$ cat config.mk
export PLATFORM = sky130hd
export DESIGN_NAME = sisc_fetch_unit_flat
export DESIGN_NICKNAME = d
export VERILOG_FILES = /design/src/rtl/sisc_pkg.sv /design/src/rtl/sisc_fetch_unit_if.sv /design/src/rtl/sisc_br_eval.sv /design/src/rtl/sisc_fetch_unit.sv /design/src/flat_wrapper.sv
export SDC_FILE = /design/constraint.sdc
export NUM_CORES = 1
export LEC_CHECK = 0
export BUFFER_PORTS_ARGS = -buffer_cell sky130_fd_sc_hd__buf_2
export CAP_MARGIN = 0
export CORE_MARGIN = 2
export CORE_UTILIZATION = 35
export CTS_BUF_LIST = sky130_fd_sc_hd__clkbuf_4 sky130_fd_sc_hd__clkbuf_8 sky130_fd_sc_hd__clkbuf_16
export DETAILED_ROUTE_END_ITERATION = 7
export HOLD_SLACK_MARGIN = 0.02
export MAX_ROUTING_LAYER = met4
export PLACE_DENSITY = 0.7
export RECOVER_POWER = 100
export REMOVE_ABC_BUFFERS = 1
export SLEW_MARGIN = 5
export SYNTH_ARGS = -nofsm -noshare
export SYNTH_HDL_FRONTEND = slang
export SYNTH_SLANG_ARGS = --single-unit
$ cat constraint.sdc
create_clock -name clk -period 2.15 [get_ports clk]
set_input_delay 0.3225 -clock clk [delete_from_list [all_inputs] [get_ports clk]]
set_output_delay 0.3225 -clock clk [all_outputs]
set_load 0.005 [all_outputs]
$ cat src/rtl/sisc_pkg.sv
// Shared definitions for the SISC fetch datapath: opcodes, status bit positions
// and the fetch FSM state encoding.
package sisc_pkg;

    localparam logic [3:0] OP_NOOP = 4'h0;
    localparam logic [3:0] OP_LOD  = 4'h1;
    localparam logic [3:0] OP_STR  = 4'h2;
    localparam logic [3:0] OP_SWP  = 4'h3;
    localparam logic [3:0] OP_BRA  = 4'h4;
    localparam logic [3:0] OP_BRR  = 4'h5;
    localparam logic [3:0] OP_BNE  = 4'h6;
    localparam logic [3:0] OP_BNR  = 4'h7;
    localparam logic [3:0] OP_ALU  = 4'h8;
    localparam logic [3:0] OP_HLT  = 4'hF;

    localparam int STAT_C = 3;
    localparam int STAT_V = 2;
    localparam int STAT_N = 1;
    localparam int STAT_Z = 0;

    typedef enum logic [0:0] {
        FS_IDLE = 1'b0,
        FS_REQ  = 1'b1
    } fetch_state_e;

endpackage

$ cat src/rtl/sisc_fetch_unit_if.sv
// Instruction-memory fetch bus between the fetch unit (master) and memory (slave).
interface sisc_fetch_unit_if #(
    parameter int AW = 8,
    parameter int IW = 32
);
    logic [AW-1:0] im_addr;
    logic          im_req;
    logic          im_ack;
    logic [IW-1:0] im_data;

    modport master (output im_addr, output im_req, input im_ack, input im_data);
    modport slave  (input im_addr, input im_req, output im_ack, output im_data);
endinterface

$ cat src/rtl/sisc_br_eval.sv
// Combinational branch evaluator: decides taken/target from the current
// instruction fields, status register and program counter.
module sisc_br_eval
    import sisc_pkg::*;
#(
    parameter int AW = 8
) (
    input  logic [3:0]    opcode,
    input  logic [3:0]    mm,
    input  logic [3:0]    stat,
    input  logic [AW-1:0] pc,
    input  logic [15:0]   imm16,
    output logic          taken,
    output logic [AW-1:0] target
);

    logic                 cond_hit;
    logic                 cond_miss;
    logic signed [AW-1:0] rel_off;
    logic        [AW-1:0] abs_tgt;

    assign cond_hit  = (mm == 4'd0) || (|(mm & stat));
    assign cond_miss = ((mm & stat) == 4'd0);
    assign rel_off   = AW'($signed(imm16));
    assign abs_tgt   = AW'(imm16);

    always_comb begin
        taken  = 1'b0;
        target = abs_tgt;
        unique case (opcode)
            OP_BRA: taken = cond_hit;
            OP_BRR: begin
                taken  = cond_hit;
                target = pc + rel_off;
            end
            OP_BNE: taken = cond_miss;
            OP_BNR: begin
                taken  = cond_miss;
                target = pc + rel_off;
            end
            default: taken = 1'b0;
        endcase
    end

endmodule

$ cat src/rtl/sisc_fetch_unit.sv
// SISC fetch unit: PC, IR and status register plus the instruction fetch handshake.
// Optional fetch timeout enabled by defining SISC_FETCH_TIMEOUT_EN.
module sisc_fetch_unit
    import sisc_pkg::*;
#(
    parameter int AW          = 8,
    parameter int IW          = 32,
    parameter int TIMEOUT_CYC = 15
) (
    input  logic                  clk,
    input  logic                  rst_f,
    input  logic                  fetch_go,
    sisc_fetch_unit_if.master     im,
    output logic [IW-1:0]         ir,
    output logic [3:0]            opcode,
    output logic [3:0]            mm,
    output logic                  fetch_done,
    input  logic                  pc_write,
    input  logic [3:0]            alu_flags,
    input  logic                  stat_en,
    output logic [3:0]            stat,
    output logic [AW-1:0]         pc,
    output logic                  fetch_err
);

    fetch_state_e  state_q, state_d;
    logic          load_ir;
    logic [AW-1:0] addr_q;
    logic          br_taken;
    logic [AW-1:0] br_target;

    assign opcode     = ir[31:28];
    assign mm         = ir[27:24];
    assign im.im_req  = (state_q == FS_REQ);
    assign im.im_addr = addr_q;

    sisc_br_eval #(.AW(AW)) u_br_eval (
        .opcode (opcode),
        .mm     (mm),
        .stat   (stat),
        .pc     (pc),
        .imm16  (ir[15:0]),
        .taken  (br_taken),
        .target (br_target)
    );

`ifdef SISC_FETCH_TIMEOUT_EN
    localparam int TW = $clog2(TIMEOUT_CYC + 1);
    logic [TW-1:0] tmo_cnt_q;
    logic          tmo_hit;

    assign tmo_hit = (tmo_cnt_q == TW'(TIMEOUT_CYC - 1));
`endif

    always_comb begin
        state_d = state_q;
        load_ir = 1'b0;
        unique case (state_q)
            FS_IDLE: if (fetch_go) state_d = FS_REQ;
            FS_REQ: begin
                if (im.im_ack) begin
                    state_d = FS_IDLE;
                    load_ir = 1'b1;
                end
`ifdef SISC_FETCH_TIMEOUT_EN
                else if (tmo_hit) begin
                    state_d = FS_IDLE;
                end
`endif
            end
            default: state_d = FS_IDLE;
        endcase
    end

    // The fetch address is captured when the request is launched so a PC
    // commit on the same edge cannot move it.
    always_ff @(posedge clk) begin
        if (!rst_f) begin
            state_q    <= FS_IDLE;
            ir         <= '0;
            stat       <= '0;
            pc         <= '0;
            addr_q     <= '0;
            fetch_done <= 1'b0;
        end else begin
            state_q    <= state_d;
            fetch_done <= load_ir;
            if (load_ir)
                ir <= im.im_data;
            if (state_q == FS_IDLE && fetch_go)
                addr_q <= pc;
            if (stat_en)
                stat <= alu_flags;
            if (pc_write && state_q != FS_REQ)
                pc <= br_taken ? br_target : pc + AW'(1);
        end
    end

`ifdef SISC_FETCH_TIMEOUT_EN
    always_ff @(posedge clk) begin
        if (!rst_f) begin
            tmo_cnt_q <= '0;
            fetch_err <= 1'b0;
        end else begin
            tmo_cnt_q <= (state_q == FS_REQ) ? tmo_cnt_q + TW'(1) : '0;
            if (state_q == FS_REQ && !im.im_ack && tmo_hit)
                fetch_err <= 1'b1;
        end
    end
`else
    assign fetch_err = 1'b0;
`endif

endmodule

$ cat src/flat_wrapper.sv
// flat-port wrapper written by rule: the top's interface ports become plain ports
module sisc_fetch_unit_flat import sisc_pkg::*;
#(
    parameter int AW          = 8,
    parameter int IW          = 32,
    parameter int TIMEOUT_CYC = 15
)
  (clk, rst_f, fetch_go, ir, opcode, mm, fetch_done, pc_write, alu_flags, stat_en, stat, pc, fetch_err, im_im_addr, im_im_req, im_im_ack, im_im_data);
  sisc_fetch_unit_if #(.AW(AW), .IW(IW)) im_i ();
  input  logic clk;
  input  logic rst_f;
  input  logic fetch_go;
  output logic [IW-1:0] ir;
  output logic [3:0] opcode;
  output logic [3:0] mm;
  output logic fetch_done;
  input  logic pc_write;
  input  logic [3:0] alu_flags;
  input  logic stat_en;
  output logic [3:0] stat;
  output logic [AW-1:0] pc;
  output logic fetch_err;
  output wire logic [$bits(im_i.im_addr)-1:0] im_im_addr;
  output wire logic [$bits(im_i.im_req)-1:0] im_im_req;
  input wire logic [$bits(im_i.im_ack)-1:0] im_im_ack;
  input wire logic [$bits(im_i.im_data)-1:0] im_im_data;
  assign im_im_addr = im_i.im_addr;
  assign im_im_req = im_i.im_req;
  assign im_i.im_ack = im_im_ack;
  assign im_i.im_data = im_im_data;
  sisc_fetch_unit #(.AW(AW), .IW(IW), .TIMEOUT_CYC(TIMEOUT_CYC)) u_core (.clk(clk), .rst_f(rst_f), .fetch_go(fetch_go), .im(im_i), .ir(ir), .opcode(opcode), .mm(mm), .fetch_done(fetch_done), .pc_write(pc_write), .alu_flags(alu_flags), .stat_en(stat_en), .stat(stat), .pc(pc), .fetch_err(fetch_err));
endmodule
Word level (Yosys, flattened, before mapping)
Cells that the tools add are included.
Widths: inputs -> output; s select.
Storage, ports and cells
  register bits: 54
  bits of input ports: 42
  word-level logic and storage cells: 31
Cells by class
  add/subtract/negate cells: 2
  equal/unequal tests: 4
  muxes and demuxes: 8
  bitwise logic cells: 2
  reduce and logical (&&, ||, !) cells: 9
Operators by type and width (number)
  $eq 4x3->1 const B: 4
  $mux 8: 2
  $add 8x1->8 const B: 1
  $add 8x8->8: 1
  $logic_not 4->1: 2
  $reduce_or 2->1: 3
  $and 4x4->4: 1
  $mux 1: 4
  $pmux 1 s2: 2
  $reduce_or 4->1: 1
  $logic_and 1x1->1: 2
  $logic_or 1x1->1: 1
  $not 1->1: 1

Longest topological paths before layout
  depth after elaboration: 5
  depth in mapped cells: 9

Modules after synthesis
Synthesis repeated with hierarchy kept, for this count alone.
Unflattened totals
  cell total of the unflattened synthesis: 256
  area total of the unflattened synthesis: 2523.7 um^2
By module, submodules not included
  sisc_fetch_unit: instances 1, cells each 190, area an instance 2039.5 um^2, sequential area each 1081.0 um^2
  sisc_br_eval: instances 1, cells each 66, area an instance 484.2 um^2, sequential area each 0.0 um^2

Least setup slack after synthesis
Ideal clock, no wire load.
  kind: register to register
  start point: register u_core.ir[24]
  end point: register u_core.pc[7]
  arrival: 1847 ps
  required time: 2071 ps
  slack: 224 ps
  stages on the path, launching flop included: 7
  period minus slack after synthesis: 1926 ps
  cell sequence: dfxtp_1 -> nor4_2 -> nor4bb_1 -> a2111oi_4 -> nand2_1 -> or4_1 -> o211ai_1
Between the ends
  longest elaborated chain between the ends: 5
  elaborated cells on any way between the ends: 7
  classes of those cells: mux: 2; bitwise: 1; reduce/logical: 4
Ends and longest elaborated chain
  from (decl): line sisc_fetch_unit.sv:14  | output logic [IW-1:0] ir,
  from (signal assigned): line sisc_fetch_unit.sv:89  | ir <= im.im_data;
  $and 4x4->4: line sisc_br_eval.sv:22, sisc_br_eval.sv:23
  $reduce_or 4->1: line sisc_br_eval.sv:22  | assign cond_hit = (mm == 4'd0) || (|(mm & stat));
  $logic_or 1x1->1: line sisc_br_eval.sv:22
  $pmux 1 s2 (*): line sisc_br_eval.sv:30  | unique case (opcode)
  $mux 8 (*): line sisc_fetch_unit.sv:95  | pc <= br_taken ? br_target : pc + AW'(1);
  to (signal assigned): line sisc_fetch_unit.sv:95
  to (decl): line sisc_fetch_unit.sv:22  | output logic [AW-1:0] pc,
Mark *: on every way between the ends. The rest lies on a longest branch, timed or not.
A chain may end at the register's enable or synchronous reset.

Worst setup path in the final report
  start point: register u_core.ir[4]
  end point: register u_core.pc[7]
Between the ends
  longest elaborated chain between the ends: 3
Ends and longest elaborated chain (line)
  $add 8x8->8: sisc_br_eval.sv:34, sisc_br_eval.sv:39
  $mux 8
  $mux 8: sisc_fetch_unit.sv:95
No other way between the ends.

==> metrics.md <==
| Metric | Value |
|---|---|
| Die height | 86.8 um |
| Slew @ Worst Pin | 0.698 ns |
| Starting Density | 35.7% |
| Final Max Slew Viols | 0 |
| Gate count after technology mapping | 244 |
| First-pass GRT wire length | 9090 um |
| Gate power share | 11.6% |
| Hold crit path type | in2reg |
| Synth area leader | dfxtp_1 |
| Avg Cell Area, Syn | 9.84 um^2 |
| Power per cell area | 651 nW/um^2 |
| Crit path cell chain | ha_1, o21a_1, o21a_1, o22ai_1, xor2_1, or4_1, o211ai_1 |
| Cell repeated most along the worst path | o21a_1 |
| Die ar. | 7540 um^2 |
| CP Launch Type | flip-flop |
| DRC | 0 |
| Post-synthesis simple-gate area fraction | 12.2% |
| Die width | 86.8 um |
| Antenna diodes | 0 |
| Maximum clock insertion buffer count | 2 |
| Period utilisation layout | 94.7% |
| Clock Root Buffer | clkbuf_8 |
| Largest net degree at the start of global routing | 34 |
| DR pass1 iterations | 4 |
| # Max-Cap Violations | 0 |
| H-tree depth | 2 |
| Yosys warning total | 0 |
| GRT overflow | 0 |
| Fmax | 491 MHz |
| Worst EP required | 2.39 ns |
| Routed WL | 5770 um |
| Clk_lat worst skew | 0.31 ns |
| Share of cells above drive strength 1 | 28.4% |
| Compound-Gate Fraction of Synth Area | 24.9% |
| CP Max Fanout | 4 |
| Dpl ws | 0.107 ns |
| Yosys reg bits | 54 |
| Row count | 30 |
| Clock share of power | 34.8% |
| Net Sw Power | 0.499 mW |
| Hold_buf cts | 0 |
| P_int | 1.50 mW |
| Synth-to-Final Area Change | 27.8% |
| Worst Setup SP | u_core.ir[4] |
| Total number of vias | 2,147 |
| Most common cell in the netlist | dfxtp_1 |
| Largest family of logic cells by synthesized area | compound AO/OA/AOI/OAI gates |
| Num ports | 105 |
| Post-synth EDFFs | 0 |
| Hold_sp | im_im_data[22] |
| Leakage | 1.40 nW |
| Status | complete, no violations |
| Yosys top cell area share | 45.0% |
| Antenna-violating nets left | 0 |
| Post-synthesis mux area share | 5.42% |
| Leading post-synthesis cells by cell area | dfxtp_1 45%, a22o_1 12%, mux2i_1 5.4%, ha_1 4.2%, buf_4 2.8% |
| Post-synth ARST share | 0% |
| Ys flop type | dfxtp_1 |
| CTS Buf Count | 5 |
| CP max-delay cell | or4_1 |
| Initial DRC count | 73 |
| Sequential fraction of design power | 53.6% |
| Register area share after synthesis | 45.0% |
| Final setup viols | 0 |
| Crit end category | flip-flop |
| Switching share of power | 25.0% |
| Routability cong. | 0.885 |
| Post-DR wirelength/cell | 13.6 um |
| Input/output buffers | 103 |
| Skew final | 0.00944 ns |
| Slew HR | 53.5% |
| Post-synth top cells | 54 x dfxtp_1, 32 x a22o_1, 15 x nor2_1 |
| Clock Sinks | 54 |
| Final core utilization | 45.7% |
| Crit path buffers/inverters | 0 |
| Netlist cell types | 42 |
| CTS clk-pin slew, worst paths | 0.11 ns |
| Post-DP HPWL | 4250 um |
| Total GRT Usage | 15.5% |
| Flop2flop setup slack | 0.11 ns |
| Unrepaired setup endpoints after global routing | no |
| Cell Area, Synth | 2400 um^2 |
| Worst Setup Path Type | reg2reg |
| Crit Reg-Reg Startpoint | u_core.ir[4] |
| CTS tree | yes |
| Core box area | 6720 um^2 |
| Total Nets Final | 395 |
| Initial antenna violation count | 0 |
| Vias in the first global route | 1,940 |
| Adder-cell area share of the yosys netlist | 5.00% |
| Critical Path AT | 2.27 ns |
| Delay-heaviest family, CP | compound AO/OA/AOI/OAI gates |
| Fin worst setup slack | 0.114 ns |
| Postcts setup bufs | 0 |
| Worst vdd ir | 0.000368 V |
| Final Hold Fails | 0 |
| Xor/xnor cell area share of the yosys netlist | 1.46% |
| CP peak stage delay | 0.49 ns |
| Avg Vias per Cell | 5.05 |
| Final worst path period need | 2.04 ns |
==> what timing repair did <==
action,in CTS,in global routing
setup endpoints to repair,0,2
endpoints found under the hold margin,0,0
gates resized for setup,0,3
==> sequential cells by signal (all words and copies together) (netlist names) <==
signal,cells
u_core.pc,8
u_core.fetch_done,1
u_core.stat,4
u_core.ir,32
u_core.im.im_req,1
u_core.im.im_addr,8
==> power by group through the flow <==
stage / registers [mW] / clock network, mW / logic, mW
after detailed placement: 1.09 / 0 / 0.243
after global routing: 1.08 / 0.762 / 0.259
after CTS: 1.07 / 0.719 / 0.243
final: 1.07 / 0.696 / 0.231
after floorplan: 1.10 / 0 / 0.105
after global placement: 1.09 / 0 / 0.238
==> per-stage QoR <==
| stage | hold slack (ns) | total power, mW | cells | TNS, ns | area, um^2 |
|---|---|---|---|---|---|
| after floorplan | 0.447 | 1.20 | 221 | -3.30 | 2280 |
| after global placement | 0.458 | 1.33 | 417 | 0 | 3000 |
| after detailed placement | 0.458 | 1.33 | 417 | 0 | 3000 |
| after CTS | 0.197 | 2.03 | 425 | 0 | 3120 |
| after global routing | 0.194 | 2.10 | 425 | 0 | 3070 |
| final | 0.208 | 2.00 | 425 | 0 | 3070 |
==> routing by layer <==
metal	GRT usage [%]	part of all wire (%)
met5	-	0
met4	4.55	0.69
met3	3.81	6.0
met2	23.1	45
met1	20.9	48
==> cells in the final DEF, fill, tap and decap left out, drive strengths merged, types with 3 or more instances in the layout <==
| master | n |
|---|---|
| buf | 84 |
| dfxtp | 54 |
| clkbuf | 37 |
| a22o | 32 |
| nor2 | 15 |
| mux2i | 13 |
| o21ai | 13 |
| nand2 | 12 |
| a21oi | 8 |
| ha | 8 |
| o21a | 6 |
| nand3 | 5 |
| inv | 4 |
| nand2b | 4 |
| a31oi | 4 |
| and3 | 3 |
| a211oi | 3 |
| xor2 | 3 |
| or3 | 3 |
==> final cells by class <==
type	count	area, um^2
clock inverters	3	45.0
repair buffers	116	558
multi-input cells	162	1190
flip-flops and latches	54	1080
fillers	655	3650
well taps	80	100
inverters	5	18.8
clock buffers	5	68.8
==> kinds of logic after synthesis <==
family	count (synthesis)
flops	54
buf+inv	28
xor+xnor	4
simple gates	56
other cells	1
compound gates	79
mux	13
fa+ha+maj	9
==> final timing paths <==
| path | end | cells after the start |
|---|---|---|
| min reg2reg | u_core.ir[15] | 1 |
| max reg2reg | u_core.pc[7] | 7 |
| min | u_core.ir[22] | 2 |
| max | u_core.pc[7] | 7 |
Note: power is estimated with default switching activity, not from simulation.
